File: src/rtl/led_display_pattern_generator.sv
// -----------------------------------------------------------------------------
// led_display_pattern_generator
//
// Test-pattern source for a HUB75-style LED matrix driver. During bring-up it
// stands in for the frame buffer. Each handshake produces one double-row: the
// top-half row a and the bottom-half row a+16, together with their shared
// half-panel address a.
//
// Optional feature macro: LED_PTG_SCROLL_EN
//   When defined, mode 7 shows a one-column white bar that scrolls across the
//   panel. The bar only moves at a frame boundary, so a frame is never torn.
//   When undefined, mode 7 is all off and no scroll counter exists.
//
// Ports
//   clk_in          in   1      system clock, rising edge
//   reset_in        in   1      asynchronous active-high reset
//   mode_in         in   4      pattern select (0..15)
//   row_ready_in    in   1      sink can accept a row (sampled to launch only)
//   row_out         out  6*NC   {blue_bot, green_bot, red_bot,
//                                blue_top, green_top, red_top},
//                               each field NC bits, bit c = column c
//   row_valid_out   out  1      one-cycle pulse marking row_out/address valid
//   row_address_out out  4      half-panel row index 0..15
// -----------------------------------------------------------------------------
module led_display_pattern_generator #(
    parameter int SYS_CLK_FREQ   = 100_000_000,
    parameter int NUM_ROW_PIXELS = 32,
    parameter int NUM_COL_PIXELS = 64
) (
    input  logic                        clk_in,
    input  logic                        reset_in,
    input  logic [3:0]                  mode_in,
    output logic [6*NUM_COL_PIXELS-1:0] row_out,
    output logic                        row_valid_out,
    input  logic                        row_ready_in,
    output logic [3:0]                  row_address_out
);

    localparam int NC = NUM_COL_PIXELS;

    // The 4-bit address only covers a 32-row panel. The scroll step period
    // needs a clock of at least 16 Hz.
    if (NUM_ROW_PIXELS != 32) begin : g_bad_rows
        $error("led_display_pattern_generator: NUM_ROW_PIXELS must be 32");
    end
    if (SYS_CLK_FREQ < 16) begin : g_bad_clk
        $error("led_display_pattern_generator: SYS_CLK_FREQ must be >= 16");
    end

    logic [3:0]      r_mode_q;
    logic [3:0]      r_addr;
    logic            r_valid;
    logic [6*NC-1:0] r_row;

    logic            w_mode_change;
    logic [3:0]      w_sel_mode;
    logic            w_sel_par;
    logic [6*NC-1:0] w_row;

    assign w_mode_change = (mode_in != r_mode_q);

    // On a mode change the row is rebuilt from the incoming mode at address 0.
    // This is the row that the first pulse of the new mode will present.
    assign w_sel_mode = w_mode_change ? mode_in : r_mode_q;

    // The bottom row is a+16, so it has the same parity as the top row.
    // Only bit 0 of the row index matters for any pattern.
    assign w_sel_par = w_mode_change ? 1'b0 : r_addr[0];

`ifdef LED_PTG_SCROLL_EN
    localparam int STEP_CYCLES = SYS_CLK_FREQ / 16;
    localparam int CNT_W       = (STEP_CYCLES > 1) ? $clog2(STEP_CYCLES) : 1;
    localparam int OFS_W       = (NC > 1) ? $clog2(NC) : 1;

    logic [CNT_W-1:0] r_step_cnt;
    logic             r_step_pend;
    logic [OFS_W-1:0] r_offset;
    logic             w_tick;
    logic             w_frame_end;

    assign w_tick      = (r_step_cnt == CNT_W'(STEP_CYCLES - 1));
    // This is the edge after the pulse for the last address of a frame.
    assign w_frame_end = r_valid && (r_addr == 4'd15) && !w_mode_change;

    // A tick only arms a pending step. The step itself is applied at the
    // next frame boundary.
    always_ff @(posedge clk_in or posedge reset_in) begin
        if (reset_in) begin
            r_step_cnt  <= '0;
            r_step_pend <= 1'b0;
            r_offset    <= '0;
        end else begin
            r_step_cnt <= w_tick ? '0 : r_step_cnt + 1'b1;
            if (w_frame_end && r_step_pend) begin
                r_offset    <= (r_offset == OFS_W'(NC - 1)) ? '0 : r_offset + 1'b1;
                r_step_pend <= w_tick;
            end else if (w_tick) begin
                r_step_pend <= 1'b1;
            end
        end
    end
`endif

    always_comb begin
        w_row = '0;
        for (int c = 0; c < NC; c++) begin : col
            logic [2:0] v_rgb;
            v_rgb = 3'b000;
            case (w_sel_mode)
                4'd1:    v_rgb = 3'b001;
                4'd2:    v_rgb = 3'b010;
                4'd3:    v_rgb = 3'b100;
                4'd4:    v_rgb = 3'b111;
                4'd5:    v_rgb = (c[0] == 1'b0) ? 3'b111 : 3'b000;
                4'd6:    v_rgb = ((w_sel_par ^ c[0]) == 1'b0) ? 3'b111 : 3'b000;
`ifdef LED_PTG_SCROLL_EN
                4'd7:    v_rgb = (c == int'(r_offset)) ? 3'b111 : 3'b000;
`endif
                default: v_rgb = 3'b000;
            endcase
            // Every pattern lights the top and bottom rows alike.
            w_row[0*NC + c] = v_rgb[0];
            w_row[1*NC + c] = v_rgb[1];
            w_row[2*NC + c] = v_rgb[2];
            w_row[3*NC + c] = v_rgb[0];
            w_row[4*NC + c] = v_rgb[1];
            w_row[5*NC + c] = v_rgb[2];
        end
    end

    // A mode change restarts the frame. Otherwise the pulse/advance cycle
    // alternates. Ready only launches a pulse; the sink must take every pulse.
    always_ff @(posedge clk_in or posedge reset_in) begin
        if (reset_in) begin
            r_mode_q <= 4'd0;
            r_addr   <= 4'd0;
            r_valid  <= 1'b0;
            r_row    <= '0;
        end else begin
            r_mode_q <= mode_in;
            if (w_mode_change) begin
                r_addr  <= 4'd0;
                r_valid <= 1'b0;
                r_row   <= w_row;
            end else if (r_valid) begin
                r_valid <= 1'b0;
                r_addr  <= r_addr + 4'd1;
            end else if (row_ready_in) begin
                r_valid <= 1'b1;
                r_row   <= w_row;
            end
        end
    end

    assign row_out         = r_row;
    assign row_valid_out   = r_valid;
    assign row_address_out = r_addr;

endmodule

File: config.mk
export PLATFORM = sky130hd
export DESIGN_NAME = led_display_pattern_generator
export DESIGN_NICKNAME = d
export VERILOG_FILES = /design/src/rtl/led_display_pattern_generator.sv
export SDC_FILE = /design/constraint.sdc
export NUM_CORES = 1
export LEC_CHECK = 0
export CAP_MARGIN = 10
export CORE_AREA = 3 3 151 153
export DETAILED_ROUTE_END_ITERATION = 10
export DIE_AREA = 0 0 154 156
export GPL_TIMING_DRIVEN = 0
export SLEW_MARGIN = 25
export SYNTH_ARGS = -nofsm -noshare
export SYNTH_HDL_FRONTEND = slang
export SYNTH_SLANG_ARGS = --single-unit
File: constraint.sdc
create_clock -name clk_in -period 1.75 [get_ports clk_in]
set_input_delay 0.35 -clock clk_in [delete_from_list [all_inputs] [get_ports clk_in]]
set_output_delay 0.35 -clock clk_in [all_outputs]
set_load 0.01 [all_outputs]
[Word-level counts from Yosys, hierarchy flattened]
Cells that the tools add are included.
Storage, ports and cells
  bits in registers: 393
  output and inout bits: 389
  logic and storage cells: 31
Cells by class
  add/subtract/negate cells: 1
  eq/ne operators: 8
  muxes and demuxes: 14
  reductions and logical operators: 4
Operators with widths (number)
  $mux 384: 3
  $pmux 3 s5: 2
  $eq 4x3->1 const B: 3
  $mux 4: 3
  $eq 4x2->1 const B: 2
  $mux 3: 2
  $add 4x1->4 const B: 1
  $eq 4x1->1 const B: 1
  $mux 1: 4
  $ne 4x4->1: 1
  $reduce_bool 2->1: 2
  $ne 2x1->1 const B: 1
  $reduce_and 2->1: 1
  $reduce_or 2->1: 1

[Depth between registers and ports, before layout]
Gate-level depths: netlist (run 1).
  depth after elaboration: 8
  gate-level depth with buffers: 5

[Worst setup path before layout (run 1)]
Ideal clock, no wire load.
  path kind: register to output
  from: reg row_out[319] (netlist name)
  to: out row_out[101]
  arrival time: 1.607 ns
  required time: 1.400 ns
  setup slack: -0.207 ns
  cell stages (with the launch flop): 2
  path through: dfrtp_1 > buf_4
RTL lines
  end, declared: RTL line 33  | output logic [6*NUM_COL_PIXELS-1:0] row_out,

==> impl_metrics.py, run 1 <==
metrics = {
    "cts": {
        "clkTransAtPathRegs_ps": 50,
        "total_cts_buffers": 3,
        "cts_hold_buffers": 0,
        "tritoncts": "done",
        "ctsLongestPathBuffers": 2,
        "clock_tree.root_cell": "sky130_fd_sc_hd__clkbuf_16",
        "cts_max_level": 1,
        "worstSkewPairLatency_ps": 240,
        "clock-sinks": 15,
    },
    "layout": {
        "fin_area_um2": 7854,
        "layout.cells.most_common": "sky130_fd_sc_hd__buf_4",
        "register_area_um2": 399.1,
        "ratio_of_cells_with_drive_above_1_in_the_final_layout": 0.6598,
        "n_antenna_cell": 0,
        "areaGrowthSynthToFinish_pct": 113.9,
        "layout_common_cells": "sky130_fd_sc_hd__buf_4 (519), sky130_fd_sc_hd__dlygate4sd2_1 (233), sky130_fd_sc_hd__buf_2 (14)",
        "layoutNonFillerInstCount": 1156,
        "design.final.nets": 885,
        "num-fill-cells": 2342,
        "multi_input_area_um2": 410.4,
    },
    "sta": {
        "slew_headroom": 0.6040,
        "finalSetupViolCount": 0,
        "timing.final.crit_share": 0.9812,
        "slew_viol_final": 0,
        "grt_setup_unrepaired": "false",
        "worst_clk_skew_ps": 3.092,
        "max_freq_mhz": 582.4,
        "finalHoldViolations": 0,
        "hold-worst-slack_ps": 439.9,
        "finalCriticalPeriod_ps": 1717,
        "worst-slew-pin-transition_ps": 593.4,
    },
    "logic_synthesis": {
        "seq_area_frac_synth": 0.1022,
        "post_synth_instance_area_um2": 3672,
        "syn-mean-instance-area_um2": 8.161,
        "post-synth-top-area-fraction": 0.7727,
        "yosys-top-cells-area": "sky130_fd_sc_hd__buf_4 (77%), sky130_fd_sc_hd__dfrtp_1 (10%), sky130_fd_sc_hd__xnor2_2 (1.3%), sky130_fd_sc_hd__a2bb2oi_2 (1.2%), sky130_fd_sc_hd__buf_6 (0.92%)",
        "synth_cells": 450,
        "post-synth-top-area-cell": "sky130_fd_sc_hd__buf_4",
        "synth-warning-count": 0,
        "ys_seq_elements": 15,
        "post_synth_top_flop": "sky130_fd_sc_hd__dfrtp_1",
        "synth.distinct_cells": 30,
        "synth_nets": 458,
        "synth-edff-count": 0,
        "synthArstFlopShare": 1.000,
    },
    "placed_design": {
        "total_placed_instance_area_um2": 7984,
        "placed_cells_incl_taps": 1125,
        "gp_congestion": 0.6964,
        "detail_placement_hpwl_um": 9108,
        "io_buffers": 395,
    },
    "drt": {
        "drcViolationCount": 0,
        "drt_wl_total_um": 13270,
        "vias": 3516,
        "drt-wirelength-per-cell_um": 11.48,
        "average_via_count_per_standard_cell": 3.042,
        "drt_first_iter_violations": 97,
        "first_drt_pass_iteration_count": 4,
        "detail-route-antenna-nets": 0,
    },
    "global_routing": {
        "wire_length_of_the_first_global_routing_pass_um": 18760,
        "overall_overflow_remaining_after_global_route": 0,
        "first_global_vias": 3145,
        "grt_use_total": 0.09536,
        "largest_net_degree_at_the_start_of_global_routing": 33,
        "antenna_found_initial": 0,
    },
    "critical_path": {
        "r2r-start": "row_valid_out",
        "worst-endpoint-arrival_ps": 1370,
        "timing.critical_path.required_ps": 1400,
        "worst-path-max-fanout": 32,
        "critPathLaunch": "row_out[254]",
        "crit_path_end_kind": "output pin",
        "crit_path_start_kind": "flip-flop",
        "timing_worst_setup_path_type": "reg2out",
    },
    "floorplan": {
        "i_o_pin_cnt": 396,
        "core_area_um2": 21690,
        "die_width_um": 154,
        "initial_utilization": 0.1693,
        "die_y_um": 156,
        "site_rows": 54,
        "fp.dieArea_um2": 24020,
    },
    "status": {
        "status": "finished, final reports clean",
    },
    "pwr": {
        "internal_power_w": 0.002443,
        "comb_power_share": 0.773,
        "share_seq_of_total_power": 0.109,
        "power-per-cell-area_nw_per_um2": 474.3,
        "power.share.switching": 0.3442,
        "switching_power_w": 0.001282,
        "ir_worst_vdd_mv": 0.3065,
        "p_clk_frac": 0.119,
        "cellLeakagePower_nw": 5.057,
    },
    "flow_run": {
        "max-cap-violations": 0,
    },
    "min_path": {
        "hp-class": "in2reg",
        "timing.hold.worst.start": "mode_in[3]",
    },
}
-- critical path: stages, from the launching register on --
cell,delay (ps)
sky130_fd_sc_hd__dfrtp_4,520
sky130_fd_sc_hd__buf_16,180
sky130_fd_sc_hd__buf_4,140
sky130_fd_sc_hd__dlygate4sd2_1,280
-- final cells by class --
| class | instances | share of cell area |
|---|---|---|
| inverters | 4 | 0.001912 |
| clock buffers | 4 | 0.01004 |
| repair buffers | 422 | 0.4747 |
| multi-input cells | 50 | 0.05225 |
| flip-flops and latches | 15 | 0.05082 |
| well taps | 280 | 0.04461 |
| plain buffers | 381 | 0.3656 |
-- per-layer routing --
| layer | global-route usage | up-vias | share of wire |
|---|---|---|---|
| met5 | 0 | - | 0 |
| met4 | 0.01009 | 0 | 0.0016 |
| met3 | 0.03079 | 3 | 0.11 |
| met2 | 0.1849 | 203 | 0.54 |
| met1 | 0.1042 | 1455 | 0.36 |
| li1 | - | 1855 | - |
-- cell families after synthesis --
group / after synthesis / synth area share
AOI/OAI and AO/OA: 16 / 0.03407
xor gates and xnor gates: 10 / 0.03510
adders and majority gates: 1 / 0.003407
buffers and inverters: 385 / 0.7860
DFF: 15 / 0.1022
muxes: 1 / 0.002726
and+or+nand+nor: 22 / 0.03645
-- cell usage after synthesis, types with 2 or more instances --
cell type,number
sky130_fd_sc_hd__a2bb2oi_2,3
sky130_fd_sc_hd__o21ai_1,2
sky130_fd_sc_hd__buf_4,378
sky130_fd_sc_hd__xnor2_2,3
sky130_fd_sc_hd__o21ai_0,2
sky130_fd_sc_hd__inv_1,4
sky130_fd_sc_hd__nand2_1,4
sky130_fd_sc_hd__nand4_1,2
sky130_fd_sc_hd__dfrtp_1,15
sky130_fd_sc_hd__xor2_1,3
sky130_fd_sc_hd__xnor2_1,3
sky130_fd_sc_hd__nand2b_1,2
sky130_fd_sc_hd__buf_6,3
sky130_fd_sc_hd__nor2_1,8
sky130_fd_sc_hd__a21oi_1,3
-- power groups by stage --
stage | Sequential, W | Clock (W) | Combinational, W
6_report | 0.000404 | 0.000443 | 0.00288
5_1_grt | 0.000406 | 0.000472 | 0.00309
4_1_cts | 0.000402 | 0.000458 | 0.00293
3_5_place_dp | 0.000578 | 0 | 0.00304
3_3_place_gp | 0.000575 | 0 | 0.00303
2_1_floorplan | 0.000527 | 0 | 0.00149
-- metrics by stage --
step / TNS [ps] / worst slack [ps] / util / total power (W)
2_1_floorplan: 0 / 274.9 / - / 0.002020
3_3_place_gp: -166260 / -483.3 / 0.3681 / 0.003605
3_5_place_dp: -169950 / -499.6 / 0.3681 / 0.003615
4_1_cts: -155.3 / -155.3 / 0.3604 / 0.003787
5_1_grt: 0 / 0.06628 / 0.3621 / 0.003970
6_report: 0 / 32.98 / 0.3621 / 0.003725
-- what timing repair did --
action,4_1_cts,5_1_grt
setup endpoints to repair,384,9
gates resized for setup,483,5
pin swaps,0,0
buffers inserted,24,1
gates cloned,1,1
-- sequential cells by signal, indices dropped and copies added, names as in the netlist --
name and cells:
r_mode_q 4, row_address_out 4, row_out 6, row_valid_out 1
-- path summary, 6_finish.rpt --
kind                                       to  slack, ps  cells after the start
min in group asynchronous        row_out[382]        490                      2
setup / recovery                 row_out[242]         30                      3
setup reg to reg                 row_out[254]        360                      4
max in group asynchronous        row_out[254]        810                      2
hold reg to reg            row_address_out[3]        550                      2
hold / removal                    r_mode_q[3]        440                      1
Note: power is estimated with default switching activity, not from simulation.
==> run 2, diff against run 1 <==
--- a/config.mk
+++ b/config.mk
@@ -5,11 +5,13 @@
 export SDC_FILE = /design/constraint.sdc
 export NUM_CORES = 1
 export LEC_CHECK = 0
+export ABC_CLOCK_PERIOD_IN_PS = 1750
 export CAP_MARGIN = 10
-export CORE_AREA = 3 3 151 153
+export CORE_AREA = 2 2 154 156
 export DETAILED_ROUTE_END_ITERATION = 10
-export DIE_AREA = 0 0 154 156
+export DIE_AREA = 0 0 156 158
 export GPL_TIMING_DRIVEN = 0
+export SKIP_CTS_REPAIR_TIMING = 1
 export SLEW_MARGIN = 25
 export SYNTH_ARGS = -nofsm -noshare
 export SYNTH_HDL_FRONTEND = slang
==> run 2 against run 1 <==
The flow now finishes with violations (negative setup slack). Non-clock buffer count fell by 9. Wire length fell by 0.54%. Via count rose by 1.2%. Critical path depth did not move. Highest routed layer unchanged. Largest power group unchanged. Die area rose by 2.6%. Count of clock-buffer cells in the layout fell by 1. Register-to-register slack improved by 40 ps. Cell count barely moved.
==> impl_metrics.py, run 2 (synthesis results as in run 1) <==
metrics = {
    "critical_path": {
        "worst-endpoint-arrival_ps": 1560,
        "crit_chain": "buf_12 > buf_4 > clkdlybuf4s50_1",
        "timing_worst_setup_path_type": "reg2out",
        "cp_slowest_cell": "sky130_fd_sc_hd__clkdlybuf4s50_1",
        "regToRegSetupSlack_ps": 400,
        "crit_path_start_kind": "flip-flop",
        "timing.rr.end": "row_out[254]",
        "worstRegToRegCells": 4,
        "worst-path-max-fanout": 32,
        "timing.critical_path.required_ps": 1400,
        "critPathMaxStageDelay_ps": 520,
        "r2r-start": "row_valid_out",
        "crit_path_end_kind": "output pin",
    },
    "placed_design": {
        "gp_congestion": 0.7052,
        "total_placed_instance_area_um2": 7996,
        "dp_worst_setup_slack_ps": -485.6,
        "io_buffers": 395,
        "detail_placement_hpwl_um": 8630,
    },
    "floorplan": {
        "site_rows": 56,
        "core_area_um2": 23050,
        "initial_utilization": 0.1593,
        "i_o_pin_cnt": 396,
        "die_y_um": 158,
        "die_width_um": 156,
        "fp.dieArea_um2": 24650,
    },
    "sta": {
        "fin_ws_ps": -156.2,
        "slew_headroom": 0.5914,
        "max_freq_mhz": 524.6,
        "timing.final.crit_share": 1.089,
        "finalHoldViolations": 0,
        "worst-slew-pin-transition_ps": 612.2,
        "slew_viol_final": 0,
        "finalSetupViolCount": 76,
        "worst_clk_skew_ps": 3.395,
        "finalCriticalPeriod_ps": 1906,
        "grt_setup_unrepaired": "true",
    },
    "drt": {
        "drt_wl_total_um": 13200,
        "first_drt_pass_iteration_count": 4,
        "drt_first_iter_violations": 92,
        "detail-route-antenna-nets": 0,
        "drcViolationCount": 0,
        "average_via_count_per_standard_cell": 3.075,
        "drt-wirelength-per-cell_um": 11.40,
        "vias": 3558,
    },
    "layout": {
        "design.final.nets": 876,
        "fin_area_um2": 8341,
        "ratio_of_cells_with_drive_above_1_in_the_final_layout": 0.6863,
        "largest_register_ff_count": 6,
        "areaGrowthSynthToFinish_pct": 127.1,
        "layout.cells.most_common": "sky130_fd_sc_hd__buf_4",
        "layout_common_cells": "sky130_fd_sc_hd__buf_4 (553), sky130_fd_sc_hd__dlymetal6s2s_1 (134), sky130_fd_sc_hd__clkdlybuf4s50_1 (86)",
        "n_antenna_cell": 0,
    },
    "status": {
        "status": "finished, violations left",
        "violations": "negative setup slack",
    },
    "global_routing": {
        "first_global_vias": 2642,
        "grt_use_total": 0.07179,
        "antenna_found_initial": 0,
        "wire_length_of_the_first_global_routing_pass_um": 14550,
        "overall_overflow_remaining_after_global_route": 0,
        "largest_net_degree_at_the_start_of_global_routing": 66,
    },
    "cts": {
        "cts_max_level": 1,
        "tritoncts": "done",
        "ctsLongestPathBuffers": 2,
        "total_cts_buffers": 3,
        "clkTransAtPathRegs_ps": 50,
        "clock-sinks": 15,
        "clock_tree.root_cell": "sky130_fd_sc_hd__clkbuf_16",
        "worstSkewPairLatency_ps": 250,
    },
    "pwr": {
        "power-per-cell-area_nw_per_um2": 471.2,
        "report.power.total_w": 0.003930,
        "cellLeakagePower_nw": 6.217,
        "ir_worst_vdd_mv": 0.2660,
    },
    "min_path": {
        "worst_hold_path_depth": 1,
        "timing.hold.worst.start": "mode_in[3]",
        "hp-class": "in2reg",
        "worst_min_delay_path_endpoint": "r_mode_q[3]",
    },
    "flow_run": {
        "max-cap-violations": 0,
    },
}
==> run 2: cell count changes in the layout (fill, tap and decap cells not counted), moves of 4 or more <==
cell	previous run	this run
sky130_fd_sc_hd__buf_12	12	16
sky130_fd_sc_hd__dlygate4sd2_1	233	0
sky130_fd_sc_hd__dlymetal6s2s_1	2	134
sky130_fd_sc_hd__buf_2	14	0
sky130_fd_sc_hd__clkdlybuf4s50_1	10	86
sky130_fd_sc_hd__buf_4	519	553
==> run 2: metal layers <==
| metal | share of wire | GRT usage | wire length [um] | vias to the layer above |
|---|---|---|---|---|
| met5 | 0 | 0 | 0 | - |
| met4 | 0.0058 | 0.01573 | 77 | 0 |
| met3 | 0.087 | 0.02163 | 1152 | 5 |
| met2 | 0.53 | 0.1378 | 6953 | 209 |
| met1 | 0.38 | 0.07724 | 5012 | 1502 |
| li1 | - | - | - | 1842 |
==> run 2: where the power goes <==
| part | internal, W | total [W] | switching [W] | leakage [nW] |
|---|---|---|---|---|
| clock | 0.000305 | 0.000446 | 0.000141 | 0.0409 |
| combinational | 0.00197 | 0.00308 | 0.00111 | 5.99 |
| sequential | 0.000372 | 0.000404 | 0.0000324 | 0.184 |
| total | 0.00264 | 0.00393 | 0.00129 | 6.22 |
==> run 2: cell type report <==
type,count,area (um2)
plain buffers,381,2872
clock inverters,1,5.005
fillers,2339,14710
flip-flops and latches,15,399.1
well taps,290,362.8
clock buffers,3,75.07
inverters,4,15.01
repair buffers,413,4202
multi-input cells,50,410.4
==> run 2: worst max-delay path, delay by kind of cell (launching register included) <==
| kind | cells | cell delay (ps) |
|---|---|---|
| buffers and inverters | 3 | 840 |
| DFF | 1 | 460 |
==> run 2: worst max path at each step <==
stage / slack [ps] / endpoint / startpoint / cells past startpoint
floorplan: 270 / row_out[101] / row_out[319] / 1
global placement: -470 / row_out[253] / row_out[255] / 2
detailed placement: -490 / row_out[166] / row_out[382] / 2
CTS: -750 / row_out[253] / row_out[255] / 2
global route: -210 / row_out[231] / row_out[255] / 3
finish: -160 / row_out[231] / row_out[255] / 3
==> run 2: per-stage QoR <==
| stage | TNS [ps] | hold slack [ps] | instances | utilization |
|---|---|---|---|---|
| finish | -10230 | 434.0 | 1157 | 0.3618 |
| global route | -13430 | 444.3 | 1157 | 0.3618 |
| CTS | -275620 | 513.5 | 1139 | 0.3504 |
| detailed placement | -173180 | 534.6 | 1135 | 0.3469 |
| global placement | -165830 | 527.8 | 1135 | 0.3469 |
| floorplan | 0 | 251.1 | 450 | - |
==> run 3, diff against run 2 <==
--- a/config.mk
+++ b/config.mk
@@ -6,7 +6,6 @@
 export NUM_CORES = 1
 export LEC_CHECK = 0
 export ABC_CLOCK_PERIOD_IN_PS = 1750
-export CAP_MARGIN = 10
 export CORE_AREA = 2 2 154 156
 export DETAILED_ROUTE_END_ITERATION = 10
 export DIE_AREA = 0 0 156 158
==> results of run 3 <==
No change in the layout: final DEF, timing and power equal those of run 2.
